--- src/rtl/axi4l_req_arbiter_pkg.sv ---
// Shared types for the AXI4-Lite request arbiter: response codes and FSM states.
package axi4l_req_arbiter_pkg;

    typedef logic [1:0] axi4l_resp_t;

    localparam axi4l_resp_t RESP_OKAY   = 2'b00;
    localparam axi4l_resp_t RESP_EXOKAY = 2'b01;
    localparam axi4l_resp_t RESP_SLVERR = 2'b10;
    localparam axi4l_resp_t RESP_DECERR = 2'b11;

    typedef enum logic [2:0] {
        ARB_IDLE,
        ARB_WR,
        ARB_WR_RESP,
        ARB_RD_ADDR,
        ARB_RD_RESP,
        ARB_DONE
    } axi4l_arb_state_t;

    function automatic logic resp_is_ok(input axi4l_resp_t resp);
        return (resp == RESP_OKAY) || (resp == RESP_EXOKAY);
    endfunction

    function automatic logic resp_is_error(input axi4l_resp_t resp);
        return (resp == RESP_SLVERR) || (resp == RESP_DECERR);
    endfunction

endpackage

--- src/rtl/axi4l_req_arbiter_rr_pick.sv ---
// Combinational round-robin picker: first set request at or above ptr, wrapping
// modulo NUM_REQ; returns both the one-hot grant and its binary index.
module axi4l_req_arbiter_rr_pick #(
    parameter int NUM_REQ = 2,
    parameter int IDX_W   = (NUM_REQ > 1) ? $clog2(NUM_REQ) : 1
) (
    input  logic [NUM_REQ-1:0] req,
    input  logic [IDX_W-1:0]   ptr,
    output logic [NUM_REQ-1:0] onehot,
    output logic [IDX_W-1:0]   idx,
    output logic               valid
);

    logic [IDX_W-1:0] cand [NUM_REQ];

    // cand[k] is the requester visited k steps after ptr.
    genvar gi;
    generate
        for (gi = 0; gi < NUM_REQ; gi++) begin : g_cand
            logic [IDX_W:0] sum;
            assign sum = {1'b0, ptr} + (IDX_W+1)'(gi);
            assign cand[gi] = (sum >= (IDX_W+1)'(NUM_REQ))
                            ? IDX_W'(sum - (IDX_W+1)'(NUM_REQ))
                            : IDX_W'(sum);
        end
    endgenerate

    // Walk from the farthest candidate back so the nearest one wins.
    always_comb begin
        idx    = '0;
        onehot = '0;
        valid  = |req;
        for (int k = NUM_REQ - 1; k >= 0; k--) begin
            if (req[cand[k]]) begin
                idx = cand[k];
            end
        end
        onehot[idx] = valid;
    end

endmodule

--- src/rtl/axi4l_req_arbiter.sv ---
// Round-robin arbiter sharing one AXI4-Lite master port among NUM_REQ
// req/done requesters; one single-beat write or read in flight at a time.
module axi4l_req_arbiter
    import axi4l_req_arbiter_pkg::*;
#(
    parameter int NUM_REQ    = 2,
    parameter int ADDR_WIDTH = 32,
    parameter int DATA_WIDTH = 32
) (
    input  logic                             axi4l_aclk,
    input  logic                             axi4l_arstn,

    input  logic [NUM_REQ-1:0]               req,
    input  logic [NUM_REQ-1:0]               req_we,
    input  logic [NUM_REQ*ADDR_WIDTH-1:0]    req_addr,
    input  logic [NUM_REQ*DATA_WIDTH-1:0]    req_wdata,
    input  logic [NUM_REQ*DATA_WIDTH/8-1:0]  req_wstrb,
    output logic [NUM_REQ-1:0]               gnt,
    output logic [NUM_REQ-1:0]               done,
    output logic [DATA_WIDTH-1:0]            rsp_rdata,
    output logic [1:0]                       rsp_resp,

    output logic [ADDR_WIDTH-1:0]            m_awaddr,
    output logic                             m_awvalid,
    input  logic                             m_awready,
    output logic [DATA_WIDTH-1:0]            m_wdata,
    output logic [DATA_WIDTH/8-1:0]          m_wstrb,
    output logic                             m_wvalid,
    input  logic                             m_wready,
    input  logic [1:0]                       m_bresp,
    input  logic                             m_bvalid,
    output logic                             m_bready,
    output logic [ADDR_WIDTH-1:0]            m_araddr,
    output logic                             m_arvalid,
    input  logic                             m_arready,
    input  logic [DATA_WIDTH-1:0]            m_rdata,
    input  logic [1:0]                       m_rresp,
    input  logic                             m_rvalid,
    output logic                             m_rready
);

    localparam int IDX_W  = (NUM_REQ > 1) ? $clog2(NUM_REQ) : 1;
    localparam int STRB_W = DATA_WIDTH / 8;

    axi4l_arb_state_t state_reg, state_next;

    logic [IDX_W-1:0]      ptr_reg;
    logic [IDX_W-1:0]      idx_reg;
    logic [IDX_W-1:0]      ptr_inc;
    logic [NUM_REQ-1:0]    gnt_reg;
    logic [ADDR_WIDTH-1:0] addr_reg;
    logic [DATA_WIDTH-1:0] wdata_reg;
    logic [STRB_W-1:0]     wstrb_reg;
    logic                  aw_done_reg;
    logic                  w_done_reg;
    logic [DATA_WIDTH-1:0] rsp_rdata_reg;
    axi4l_resp_t           rsp_resp_reg;

    logic [NUM_REQ-1:0]    pick_onehot;
    logic [IDX_W-1:0]      pick_idx;
    logic                  pick_valid;

    logic aw_hs, w_hs, b_hs, r_hs;

    logic [ADDR_WIDTH-1:0] addr_arr  [NUM_REQ];
    logic [DATA_WIDTH-1:0] wdata_arr [NUM_REQ];
    logic [STRB_W-1:0]     wstrb_arr [NUM_REQ];

    genvar gi;
    generate
        for (gi = 0; gi < NUM_REQ; gi++) begin : g_unpack
            assign addr_arr[gi]  = req_addr[gi*ADDR_WIDTH +: ADDR_WIDTH];
            assign wdata_arr[gi] = req_wdata[gi*DATA_WIDTH +: DATA_WIDTH];
            assign wstrb_arr[gi] = req_wstrb[gi*STRB_W +: STRB_W];
        end
    endgenerate

    axi4l_req_arbiter_rr_pick #(
        .NUM_REQ (NUM_REQ),
        .IDX_W   (IDX_W)
    ) u_rr_pick (
        .req    (req),
        .ptr    (ptr_reg),
        .onehot (pick_onehot),
        .idx    (pick_idx),
        .valid  (pick_valid)
    );

    assign aw_hs = m_awvalid & m_awready;
    assign w_hs  = m_wvalid  & m_wready;
    assign b_hs  = m_bready  & m_bvalid;
    assign r_hs  = m_rready  & m_rvalid;

    assign ptr_inc = (idx_reg == IDX_W'(NUM_REQ - 1)) ? '0 : idx_reg + 1'b1;

    // State register
    always_ff @(posedge axi4l_aclk or negedge axi4l_arstn) begin
        if (!axi4l_arstn) begin
            state_reg <= ARB_IDLE;
        end else begin
            state_reg <= state_next;
        end
    end

    // Next-state logic
    always_comb begin
        state_next = state_reg;
        case (state_reg)
            ARB_IDLE: begin
                if (pick_valid) begin
                    state_next = req_we[pick_idx] ? ARB_WR : ARB_RD_ADDR;
                end
            end
            ARB_WR: begin
                // AW and W complete independently, possibly in different cycles.
                if ((aw_done_reg || aw_hs) && (w_done_reg || w_hs)) begin
                    state_next = ARB_WR_RESP;
                end
            end
            ARB_WR_RESP: begin
                if (m_bvalid) begin
                    state_next = ARB_DONE;
                end
            end
            ARB_RD_ADDR: begin
                if (m_arready) begin
                    state_next = ARB_RD_RESP;
                end
            end
            ARB_RD_RESP: begin
                if (m_rvalid) begin
                    state_next = ARB_DONE;
                end
            end
            ARB_DONE: begin
                state_next = ARB_IDLE;
            end
            default: begin
                state_next = ARB_IDLE;
            end
        endcase
    end

    // Output decode; all channel controls come straight from registered state.
    always_comb begin
        m_awvalid = 1'b0;
        m_wvalid  = 1'b0;
        m_bready  = 1'b0;
        m_arvalid = 1'b0;
        m_rready  = 1'b0;
        done      = '0;
        case (state_reg)
            ARB_WR: begin
                m_awvalid = ~aw_done_reg;
                m_wvalid  = ~w_done_reg;
            end
            ARB_WR_RESP: m_bready  = 1'b1;
            ARB_RD_ADDR: m_arvalid = 1'b1;
            ARB_RD_RESP: m_rready  = 1'b1;
            ARB_DONE:    done      = gnt_reg;
            default: begin
                m_awvalid = 1'b0;
            end
        endcase
    end

    assign gnt       = gnt_reg;
    assign m_awaddr  = addr_reg;
    assign m_araddr  = addr_reg;
    assign m_wdata   = wdata_reg;
    assign m_wstrb   = wstrb_reg;
    assign rsp_rdata = rsp_rdata_reg;
    assign rsp_resp  = rsp_resp_reg;

    // Grant and round-robin pointer
    always_ff @(posedge axi4l_aclk or negedge axi4l_arstn) begin
        if (!axi4l_arstn) begin
            gnt_reg <= '0;
            idx_reg <= '0;
            ptr_reg <= '0;
        end else if (state_reg == ARB_IDLE && pick_valid) begin
            gnt_reg <= pick_onehot;
            idx_reg <= pick_idx;
        end else if (state_reg == ARB_DONE) begin
            gnt_reg <= '0;
            ptr_reg <= ptr_inc;
        end
    end

    // Command latch: requester inputs are ignored for the rest of the transaction.
    always_ff @(posedge axi4l_aclk or negedge axi4l_arstn) begin
        if (!axi4l_arstn) begin
            addr_reg  <= '0;
            wdata_reg <= '0;
            wstrb_reg <= '0;
        end else if (state_reg == ARB_IDLE && pick_valid) begin
            addr_reg  <= addr_arr[pick_idx];
            wdata_reg <= wdata_arr[pick_idx];
            wstrb_reg <= wstrb_arr[pick_idx];
        end
    end

    // Per-channel completion flags for the write address/data pair
    always_ff @(posedge axi4l_aclk or negedge axi4l_arstn) begin
        if (!axi4l_arstn) begin
            aw_done_reg <= 1'b0;
            w_done_reg  <= 1'b0;
        end else if (state_reg == ARB_WR) begin
            if (aw_hs) begin
                aw_done_reg <= 1'b1;
            end
            if (w_hs) begin
                w_done_reg <= 1'b1;
            end
        end else begin
            aw_done_reg <= 1'b0;
            w_done_reg  <= 1'b0;
        end
    end

    // Response capture; held until the next response overwrites it.
    always_ff @(posedge axi4l_aclk or negedge axi4l_arstn) begin
        if (!axi4l_arstn) begin
            rsp_rdata_reg <= '0;
            rsp_resp_reg  <= RESP_OKAY;
        end else if (state_reg == ARB_WR_RESP && b_hs) begin
            rsp_rdata_reg <= '0;
            rsp_resp_reg  <= axi4l_resp_t'(m_bresp);
        end else if (state_reg == ARB_RD_RESP && r_hs) begin
            rsp_rdata_reg <= m_rdata;
            rsp_resp_reg  <= axi4l_resp_t'(m_rresp);
        end
    end

endmodule

--- config.mk ---
export PLATFORM = sky130hd
export DESIGN_NAME = axi4l_req_arbiter
export DESIGN_NICKNAME = d
export VERILOG_FILES = /design/src/rtl/axi4l_req_arbiter_pkg.sv /design/src/rtl/axi4l_req_arbiter_rr_pick.sv /design/src/rtl/axi4l_req_arbiter.sv
export SDC_FILE = /design/constraint.sdc
export NUM_CORES = 1
export LEC_CHECK = 0
export BUFFER_PORTS_ARGS = -buffer_cell sky130_fd_sc_hd__buf_2
export CELL_PAD_IN_SITES_DETAIL_PLACEMENT = 1
export CELL_PAD_IN_SITES_GLOBAL_PLACEMENT = 1
export CORE_MARGIN = 2
export CORE_UTILIZATION = 34
export CTS_BUF_LIST = sky130_fd_sc_hd__clkbuf_8
export DETAILED_ROUTE_END_ITERATION = 16
export GPL_TIMING_DRIVEN = 0
export PLACE_DENSITY_LB_ADDON = 0.1
export SETUP_SLACK_MARGIN = 0.4
export SYNTH_ARGS = -nofsm -noshare
export SYNTH_HDL_FRONTEND = slang
export SYNTH_SLANG_ARGS = --single-unit
--- constraint.sdc ---
create_clock -name axi4l_aclk -period 2.6 [get_ports axi4l_aclk]
set_input_delay 0.13 -clock axi4l_aclk [delete_from_list [all_inputs] [get_ports axi4l_aclk]]
set_output_delay 0.13 -clock axi4l_aclk [all_outputs]
set_load 0.02 [all_outputs]
==> results of run 1 <==
[layout by cell type (no fill, tap or decap), types with 7 or more instances in the layout]
master	Yosys	routed
buf_4	37	37
nand2_1	7	7
dfrtp_1	111	111
a22o_1	34	34
a31oi_1	44	44
buf_2	12	336
nand3_1	44	44
o21ai_0	97	97
dlygate4sd3_1	0	48
inv_1	31	31
clkbuf_8	0	10
o221ai_1	24	24
nor2_1	11	11
a21oi_1	46	46
clkbuf_1	34	33
[worst max-delay path by stage]
stage                 startpoint            to  slack, ps  cells after the start
global route        state_reg[0]       done[0]        370                      4
finish              state_reg[0]       done[0]        520                      4
CTS                      ptr_reg    m_wstrb[2]        480                      5
global placement     axi4l_arstn   m_wdata[28]         20                      1
detailed placement       ptr_reg   m_araddr[0]        570                      5
floorplan           state_reg[0]  m_araddr[12]       1120                      5
[what timing repair did]
action,in CTS,in global routing
resized for setup,0,3
hold buffers,48,0
setup endpoints to repair,0,3
endpoints found under the hold margin,92,0
buffers inserted,0,0
[critical path: cells and delay by family, from the launching register on]
| kind | cells | cell delay (ps) |
|---|---|---|
| buffers and inverters | 2 | 610 |
| AND/OR/NAND/NOR | 2 | 480 |
| flip-flops | 1 | 480 |
[area by class of cell]
cell class	count	area (µm²)
sequential	111	2780
clock buffer	10	138
inverter	32	120
timing repair buffer	374	2140
clock inverter	5	57.6
antenna	3	7.51
multi-input combinational	340	2050
fill	1993	7710
buffer	88	502
tap	216	270
[routing by layer]
layer | global-route usage | part of all wire | routed length, µm | up-vias
met5 | 0 | 0.00044 | 10 | -
met4 | 0.101 | 0.025 | 567 | 2
li1 | - | - | - | 2836
met2 | 0.454 | 0.51 | 11700 | 266
met3 | 0.0599 | 0.070 | 1620 | 45
met1 | 0.325 | 0.40 | 9110 | 3081
[power by group]
| part | internal (W) | switching [W] | total (W) |
|---|---|---|---|
| clock | 0.000471 | 0.000632 | 0.00110 |
| combinational | 0.00202 | 0.00324 | 0.00526 |
| sequential | 0.00252 | 0.000591 | 0.00311 |
| total | 0.00501 | 0.00447 | 0.00947 |
[metrics by stage]
stage / utilization / hold slack, ps
global route: 0.511 / 1.05
floorplan: - / -166
global placement: 0.465 / 358
detailed placement: 0.467 / 109
finish: 0.511 / 23.9
CTS: 0.510 / 1.26
[kinds of logic (layout without fill, tap and decap cells)]
family,count (synthesis),after routing,synth area share
buf+inv,120,509,0.114
compound gates,258,258,0.292
flops,111,111,0.511
simple gates,82,82,0.0831
other cells,0,3,0
==> metrics.md, run 1 <==
| Metric | Value |
|---|---|
| CP endpoint kind | `output pin` |
| Top cells by area, synth | `dfrtp_1, o21ai_0, a22o_1, buf_4, a31oi_1` |
| Initial Util | `0.345` |
| Yosys top cell area share | `0.511` |
| Most frequent cell after synthesis | `dfrtp_1` |
| IO Count | `326` |
| Width of the die | `130 µm` |
| Port Buf Inserts | `around 330` |
| Max_cap viols | `0` |
| Tcrit/Tclk final | `0.799` |
| Max VDD drop | `around 0.50 mV` |
| CP Max Fanout | `10` |
| Post-synth ARST share | `1.00` |
| Post-synth net total | `about 750` |
| Commonest cells post-synth | `dfrtp_1, o21ai_0, a21oi_1, a31oi_1, nand3_1` |
| Mapped cell area | `5440 µm²` |
| EDFF count, synth | `0` |
| Worst setup SP type | `flip-flop` |
| Yosys reg bits | `111` |
| GRT Util Overall | `0.264` |
| Largest net degree at the start of global routing | `64` |
| Crit path largest cell delay | `480 ps` |
| Post-Place Setup Slack | `572 ps` |
| Antenna violations before repair | `4` |
| Worst Setup Path Type | `reg -> out` |
| Drt total wl | `23,000 µm` |
| Clk root buf | `clkbuf_8` |
| CTS tree | `built` |
| CTS clk-pin slew, worst paths | `100 ps` |
| WP data arrival | `1950 ps` |
| Nets | `1,139` |
| Layout area overhead | `48.2%` |
| DR vias | `6,230` |
| Hold depth | `3` |
| Detailed placement HPWL | `about 16,000 µm` |
| Min-delay src | `req_wdata[35]` |
| Area of all placed cells without fillers | `8060 µm²` |
| Post-DRT Antenna Nets | `0` |
| Fin cells | `~1,200` |
| TritonCTS Buffers | `9` |
| Placed Cells | `~1,100` |
| Status | `finished clean` |
| Area after DPL | `about 7400 µm²` |
| Reg-to-Reg End | `m_wstrb[2]` |
| Die ar. | `17,000 µm²` |
| CTS Buffer Depth | `2` |
| Leak | `4.04 nW` |
| CP Cell Sequence | `clkbuf_1, nand3b_1, nor2_1, buf_2` |
| Most used DFF post-synth | `dfrtp_1` |
| R2R setup slack | `530 ps` |
| Worst Hold Class | `in -> reg` |
| F_max | `482 MHz` |
| Worst path slowest cell | `dfrtp_1` |
| Grt ovf | `0` |
| Num Clock Sinks | `111` |
| DR DRC count | `0` |
| Vias in the first global route | `6,519` |
| Synth area leader | `dfrtp_1` |
| Syn. warnings | `0` |
| Pwr dens | `1180 nW/µm²` |
| Area of the core | `between 15,000 and 20,000 µm²` |
| Mapped Cells | `571` |
| DR iter-0 viols | `313` |
| Seq/Total Area, Yosys | `0.511` |
| Via density | `5.28` |
| Clk Latency, worst-skew pair | `380 ps` |
| Setup TNS | `0 ps` |
| Yosys cell types | `38` |
| Fin crit period | `2080 ps` |
| Slew HR | `0.616` |
| Avg WL per Cell | `19.5 µm` |
| Setup ws final | `524 ps` |
| Die H | `130 µm` |
| Share of cells above drive strength 1 | `0.418` |
| RePlAce Congestion | `0.851` |
| Count of final setup violators | `0` |
| Min-Delay Endpoint | `m_wdata[3]` |
| Worst-margin pin slew | `575 ps` |
| DRT Pass-1 Iters | `4` |
| Total power | `0.00947 W` |
| Worst R2R Start | `state_reg[0]` |
| Num rows | `46` |
| Max-slew violations | `0` |
| Worst Path Required | `2470 ps` |
| RSZ-0062 raised after global routing | `true` |
| Final Hold Viols | `0` |
| First-pass GRT wire length | `34,900 µm` |
| Avg Cell Area, Syn | `9.52 µm²` |
| Worst clock skew | `approximately 12 ps` |
| Worst R2R Path Depth | `5` |
| H-Tree Depth | `3` |
(Power assumes the default switching activity.)
==> run 2: changes to the inputs <==
Settings changed: CORE_UTILIZATION 34 to 29.
Clock period 2.6 ns to 1.87 ns, I/O delays scaled along.
==> run 2 against run 1 <==
Net effect: clock skew hardly changed; register-to-register slack got worse by 350 ps; combinational power increased by 67%; total power up 53%; global-route usage decreased by 0.94 points; core utilization is 0.82 points higher; setup slack worse by 340 ps; routed wire length up 12%; via count increased by 8.4%; final area is 20% higher; highest routed layer is now met4.
==> metrics.md, run 2 (synthesis gave the netlist of run 1 again) <==
| Metric | Value |
|---|---|
| Status | `finished clean` |
| Worst Setup SP | `state_reg[0]` |
| Nets | `1,267 (+11%)` |
| Worst clock skew | `11.5 ps (-0.311 ps)` |
| Worst setup SP type | `flip-flop` |
| Top Layer Used | `met4` |
| Detailed placement HPWL | `16,700 µm (+2.9%)` |
| Post-DRT Antenna Nets | `0 (unchanged)` |
| M1 WL | `10,600 µm (+17%)` |
| DR vias | `6,755 (+8.4%)` |
| Initial Util | `0.293 (-0.0522)` |
| CTS tree | `built` |
| H-Tree Depth | `3 (unchanged)` |
| Worst R2R Start | `state_reg[0]` |
| CP Max Fanout | `10 (unchanged)` |
| DR iter-0 viols | `280 (-11%)` |
| Num rows | `50 (+8.7%)` |
| Num Clock Sinks | `111 (unchanged)` |
| R2R setup slack | `180 ps (-350 ps)` |
| Leak | `4.74 nW (+17%)` |
| Setup TNS | `0 ps (unchanged)` |
| Worst Path Required | `2130 ps (-340 ps)` |
| CP endpoint kind | `flip-flop` |
| Port Buf Inserts | `325 (unchanged)` |
| Worst R2R Path Depth | `5 (unchanged)` |
| Reg-to-Reg End | `m_araddr[18]` |
| Most frequent cells in the layout | `buf_2, dlygate4sd3_1, dfrtp_1` |
| Largest net degree at the start of global routing | `95 (+48%)` |
| WP data arrival | `1950 ps (about the same)` |
| Worst Hold Class | `in -> reg` |
| Vias in the first global route | `7,388 (+13%)` |
| Max VDD drop | `0.727 mV (+47%)` |
| Die H | `141 µm (+8.0%)` |
| CTS clk-pin slew, worst paths | `100 ps (about the same)` |
| Post-Place Setup Slack | `-189 ps (-761 ps)` |
| Max-slew violations | `0 (unchanged)` |
| RSZ-0062 raised after global routing | `true` |
| Count of final setup violators | `0 (unchanged)` |
| DRT Pass-1 Iters | `4 (unchanged)` |
| DR DRC count | `0 (unchanged)` |
| Width of the die | `141 µm (+8.0%)` |
| IO Count | `326 (unchanged)` |
| Layout area overhead | `77.4%` |
| Crit path capture | `m_araddr[18]` |
| Slew HR | `0.526 (-0.0901)` |
| Worst Setup Path Type | `reg -> reg` |
| Grt ovf | `0 (unchanged)` |
| CTS Buffer Depth | `2 (unchanged)` |
| Fin crit period | `between 1500 and 2000 ps` |
| First-pass GRT wire length | `39,900 µm (+15%)` |
| Drt total wl | `25,800 µm (+12%)` |
| Avg WL per Cell | `19.5 µm (+0.13%)` |
| Area of the core | `18,600 µm² (+18%)` |
| Die ar. | `19,900 µm² (+17%)` |
| F_max | `about 590 MHz` |
| Tcrit/Tclk final | `0.904` |
| Wire length on met3 | `1380 µm (-15%)` |
| # fillers | `2,200 (+10%)` |
| Share of cells above drive strength 1 | `0.439 (+0.0216)` |
| Clk root buf | `clkbuf_8` |
| Final Hold Viols | `0 (unchanged)` |
| Worst-margin pin slew | `711 ps (+136 ps)` |
| Setup ws final | `179 ps (-345 ps)` |
| Pwr dens | `1500 nW/µm² (+28%)` |
| Commonest non-fill, non-tap cell in the layout | `buf_2` |
| Clk Latency, worst-skew pair | `380 ps (about the same)` |
| Antenna violations before repair | `1 (-3)` |
| Met2 Wirelength | `13,300 µm (+14%)` |
| Max_cap viols | `0 (unchanged)` |
| GRT Util Overall | `0.255 (-0.00941)` |
| Via density | `5.11 (-3.4%)` |
| TritonCTS Buffers | `9 (unchanged)` |
| RePlAce Congestion | `0.831 (-2.4%)` |
## run 2: through the flow
stage	instance area, µm²	total power, W	instances	utilization	hold WS (ps)
5_1_grt	9650	0.0154	1323	0.519	4.62
4_1_cts	9330	0.0139	1310	0.502	0.401
3_5_place_dp	7390	0.0116	1131	0.398	-49.2
6_report	9650	0.0145	1323	0.519	13.3
3_3_place_gp	7360	0.0114	1130	0.396	320
2_1_floorplan	5440	0.00884	571	-	-202
## run 2: worst min path at each step
stage / slack [ps] / from / to / depth (start not counted)
3_5_place_dp: -50 / axi4l_arstn / m_wdata[19] / 1
5_1_grt: 5 / req_addr[63] / m_araddr[31] / 3
2_1_floorplan: -200 / axi4l_arstn / aw_done_reg / 0
4_1_cts: 0.4 / req_addr[25] / m_araddr[25] / 3
3_3_place_gp: 320 / m_awready / aw_done_reg / 3
6_report: 10 / req_addr[54] / m_araddr[22] / 3
## run 2: what timing repair did
| action | 4_1_cts | 5_1_grt |
|---|---|---|
| gates resized for setup | 64 | 88 |
| hold buffers | 139 | 0 |
| setup endpoints to repair | 109 | 112 |
| hold endpoints to repair | 202 | 0 |
| cloned | 7 | 2 |
| pin swaps | 8 | 8 |
| buffers inserted | 18 | 10 |
## run 2: metal layers
metal,vias up,GRT usage
met5,-,0
met4,0,0.0679
met3,40,0.0496
met2,254,0.454
met1,3357,0.316
li1,3104,-
## run 2: where the power goes
group / leakage [nW] / total [W] / switching, W / internal [W]
Combinational: 3.29 / 0.00878 / 0.00499 / 0.00379
Clock: 0.0940 / 0.00139 / 0.000843 / 0.000546
Sequential: 1.35 / 0.00432 / 0.000808 / 0.00351
## run 2: cell type report
type,count,area [µm²],share of cell area
inverter,32,123,0.0127
buffer,88,646,0.0669
antenna,1,2.50,0.000259
clock buffer,11,151,0.0157
sequential,111,2780,0.288
clock inverter,4,23.8,0.00246
tap,234,293,0.0304
multi-input combinational,341,2180,0.226
timing repair buffer,501,3440,0.357
## run 2: critical path: stages, from the launching register on
cell and delay [ps]:
dfrtp_2 460, or3_1 420, buf_6 170, buf_6 140
o21ai_0 240, o221ai_2 140
==> run 3: changes to the inputs <==
Settings changed: CORE_UTILIZATION 29 to 28, CTS_BUF_LIST sky130_fd_sc_hd__clkbuf_8 to not set.
==> run 3 against run 2 <==
Net effect: core utilization decreased by 3.8 points; setup slack improved by 57 ps; cell count is 5.0% lower; clock-buffer cell count shrank 2; critical path type unchanged; critical endpoint is now m_wdata[18].
==> metrics.md, run 3 (synthesis gave the netlist of run 1 again) <==
| Metric | Value |
|---|---|
| RePlAce Congestion | `0.831 (unchanged)` |
| Min-Delay Endpoint | `m_wstrb[3]` |
| Worst setup SP type | `flip-flop` |
| Worst path slowest cell | `dfrtp_2` |
| Num rows | `50 (unchanged)` |
| CP Cell Sequence | `or3_4, buf_12, nor2_8, buf_6, a31oi_1` |
| CTS Buffer Depth | `2 (unchanged)` |
| Worst Path Required | `2100 ps (-30 ps)` |
| Initial Util | `0.288 (-0.00485)` |
| Final Hold Viols | `0 (unchanged)` |
| GRT Util Overall | `0.229 (-0.0255)` |
| Worst-margin pin slew | `795 ps (+83.6 ps)` |
| Clk Latency, worst-skew pair | `360 ps (-20 ps)` |
| DR iter-0 viols | `213 (-24%)` |
| Post-DRT Antenna Nets | `0 (unchanged)` |
| Count of final setup violators | `0 (unchanged)` |
| Crit path largest cell delay | `470 ps (about the same)` |
| Most frequent cells in the layout | `buf_2, dfrtp_1, o21ai_0` |
| Hold depth | `3 (unchanged)` |
| Detailed placement HPWL | `17,000 µm (+2.1%)` |
| Largest net degree at the start of global routing | `57 (-40%)` |
| Antenna violations before repair | `4 (+3)` |
| Width of the die | `143 µm (+1.7%)` |
| Worst Hold Class | `in -> reg` |
| Register area | `2780 µm² (unchanged)` |
| CP endpoint kind | `flip-flop` |
| Nets | `1,170 (-7.7%)` |
| Share of cells above drive strength 1 | `0.503 (+0.0637)` |
| Layout area overhead | `67.1%` |
| CP Max Fanout | `10 (unchanged)` |
| Num Clock Sinks | `111 (unchanged)` |
| H-Tree Depth | `3 (unchanged)` |
| Max-slew violations | `0 (unchanged)` |
| RSZ-0062 raised after global routing | `true` |
| Tcrit/Tclk final | `0.874 (-0.0306)` |
| Total power | `0.0154 W (+6.5%)` |
| WP data arrival | `1870 ps (-80 ps)` |
| CTS clk-pin slew, worst paths | `80 ps (-20 ps)` |
| Drt total wl | `24,600 µm (-4.8%)` |
| Clk root buf | `clkbuf_16` |
| IO Count | `326 (unchanged)` |
| Worst Setup Path Type | `reg -> reg` |
| Avg WL per Cell | `19.5 µm (+0.21%)` |
| Reg-to-Reg End | `m_wdata[18]` |
| Multi-input logic area | `2390 µm² (+9.3%)` |
| Slew HR | `0.470 (-0.0558)` |
| DRT Pass-1 Iters | `6 (+2)` |
| Worst R2R Path Depth | `5 (unchanged)` |
| R2R setup slack | `240 ps (+60 ps)` |
| F_max | `612 MHz (+3.5%)` |
| Port Buf Inserts | `325 (unchanged)` |
| Setup TNS | `0 ps (unchanged)` |
| Vias in the first global route | `6,726 (-9.0%)` |
| DR vias | `6,329 (-6.3%)` |
| # fillers | `2,280 (+3.6%)` |
| Pwr dens | `1700 nW/µm² (+13%)` |
| Grt ovf | `0 (unchanged)` |
| Commonest non-fill, non-tap cell in the layout | `buf_2` |
| Max_cap viols | `0 (unchanged)` |
| Worst R2R Start | `state_reg[1]` |
| Worst clock skew | `7.68 ps (-3.86 ps)` |
| Area of the core | `18,900 µm² (+1.7%)` |
| Die H | `143 µm (+1.7%)` |
| TritonCTS Buffers | `9 (unchanged)` |
| Max VDD drop | `0.725 mV (-0.22%)` |
| Die ar. | `20,600 µm² (+3.5%)` |
| Status | `finished clean` |
| Via density | `5.04 (-1.4%)` |
| Fin crit period | `1630 ps (-57.3 ps)` |
| Leak | `4.43 nW (-6.4%)` |
| DR DRC count | `0 (unchanged)` |
| First-pass GRT wire length | `36,600 µm (-8.4%)` |
| CTS tree | `built` |
| Min-delay src | `req_wstrb[3]` |
==> run 3: changes by cell type in the layout (fill, tap and decap cells not counted), moves of 4 or more <==
| cell | before | now |
|---|---|---|
| nor2_1 | 10 | 6 |
| clkbuf_16 | 2 | 10 |
| dlygate4sd3_1 | 139 | 48 |
| a31oi_4 | 0 | 5 |
| o21ai_2 | 3 | 13 |
| diode_2 | 1 | 5 |
| clkbuf_8 | 11 | 2 |
| a31oi_1 | 44 | 37 |
| nor2_4 | 2 | 6 |
| o21ai_1 | 23 | 13 |
==> run 3: stage by stage <==
stage / hold WS (ps) / cell area, µm² / worst slack, ps / utilization / std cells
5_1_grt: 6.50 / 9080 / 185 / 0.481 / 1255
3_3_place_gp: 322 / 7390 / -740 / 0.391 / 1156
6_report: 11.3 / 9090 / 237 / 0.481 / 1257
4_1_cts: 0.298 / 8660 / 245 / 0.458 / 1244
3_5_place_dp: 95.6 / 7430 / -223 / 0.393 / 1157
2_1_floorplan: -202 / 5440 / 404 / - / 571
==> run 3: final cells by class <==
type / count / share of cell area
sequential: 111 / 0.306
timing repair buffer: 404 / 0.275
multi-input combinational: 341 / 0.263
buffer: 88 / 0.0709
tap: 260 / 0.0358
clock buffer: 9 / 0.0248
inverter: 32 / 0.0132
clock inverter: 7 / 0.0101
antenna: 5 / 0.00138
==> run 3: how the worst max path moves through the flow <==
stage	start	end	slack, ps	depth (start not counted)
floorplan	state_reg[0]	m_araddr[12]	400	5
global placement	axi4l_arstn	m_araddr[17]	-740	1
detailed placement	state_reg[0]	m_araddr[20]	-220	4
CTS	state_reg[0]	m_araddr[20]	240	5
global route	state_reg[1]	m_wdata[1]	190	5
finish	state_reg[1]	m_wdata[18]	240	5
==> run 3: where the power goes <==
| part | total [W] | internal [W] | switching, W |
|---|---|---|---|
| clock | 0.00207 | 0.00107 | 0.000999 |
| combinational | 0.00898 | 0.00388 | 0.00510 |
| sequential | 0.00438 | 0.00351 | 0.000868 |
| total | 0.0154 | 0.00846 | 0.00697 |
==> run 3: metal layers <==
metal,vias to the layer above,wire length (µm),GRT usage
met4,0,522,0.0707
met1,3119,10000,0.283
met2,260,12200,0.400
li1,2912,-,-
met5,-,0,0
met3,38,1790,0.0513
==> run 3: repair_timing <==
action	CTS	global route
hold buffers	48	0
resized for setup	103	82
buffers inserted	17	7
setup endpoints to repair	111	110
pin swaps	12	10
cloned	6	1
endpoints found under the hold margin	100	0
==> run 3: worst max-delay path, delay by kind of cell (launching register included) <==
family / cells / cell delay (ps)
simple gates: 2 / 600
flops: 1 / 470
buf+inv: 2 / 340
compound gates: 1 / 90
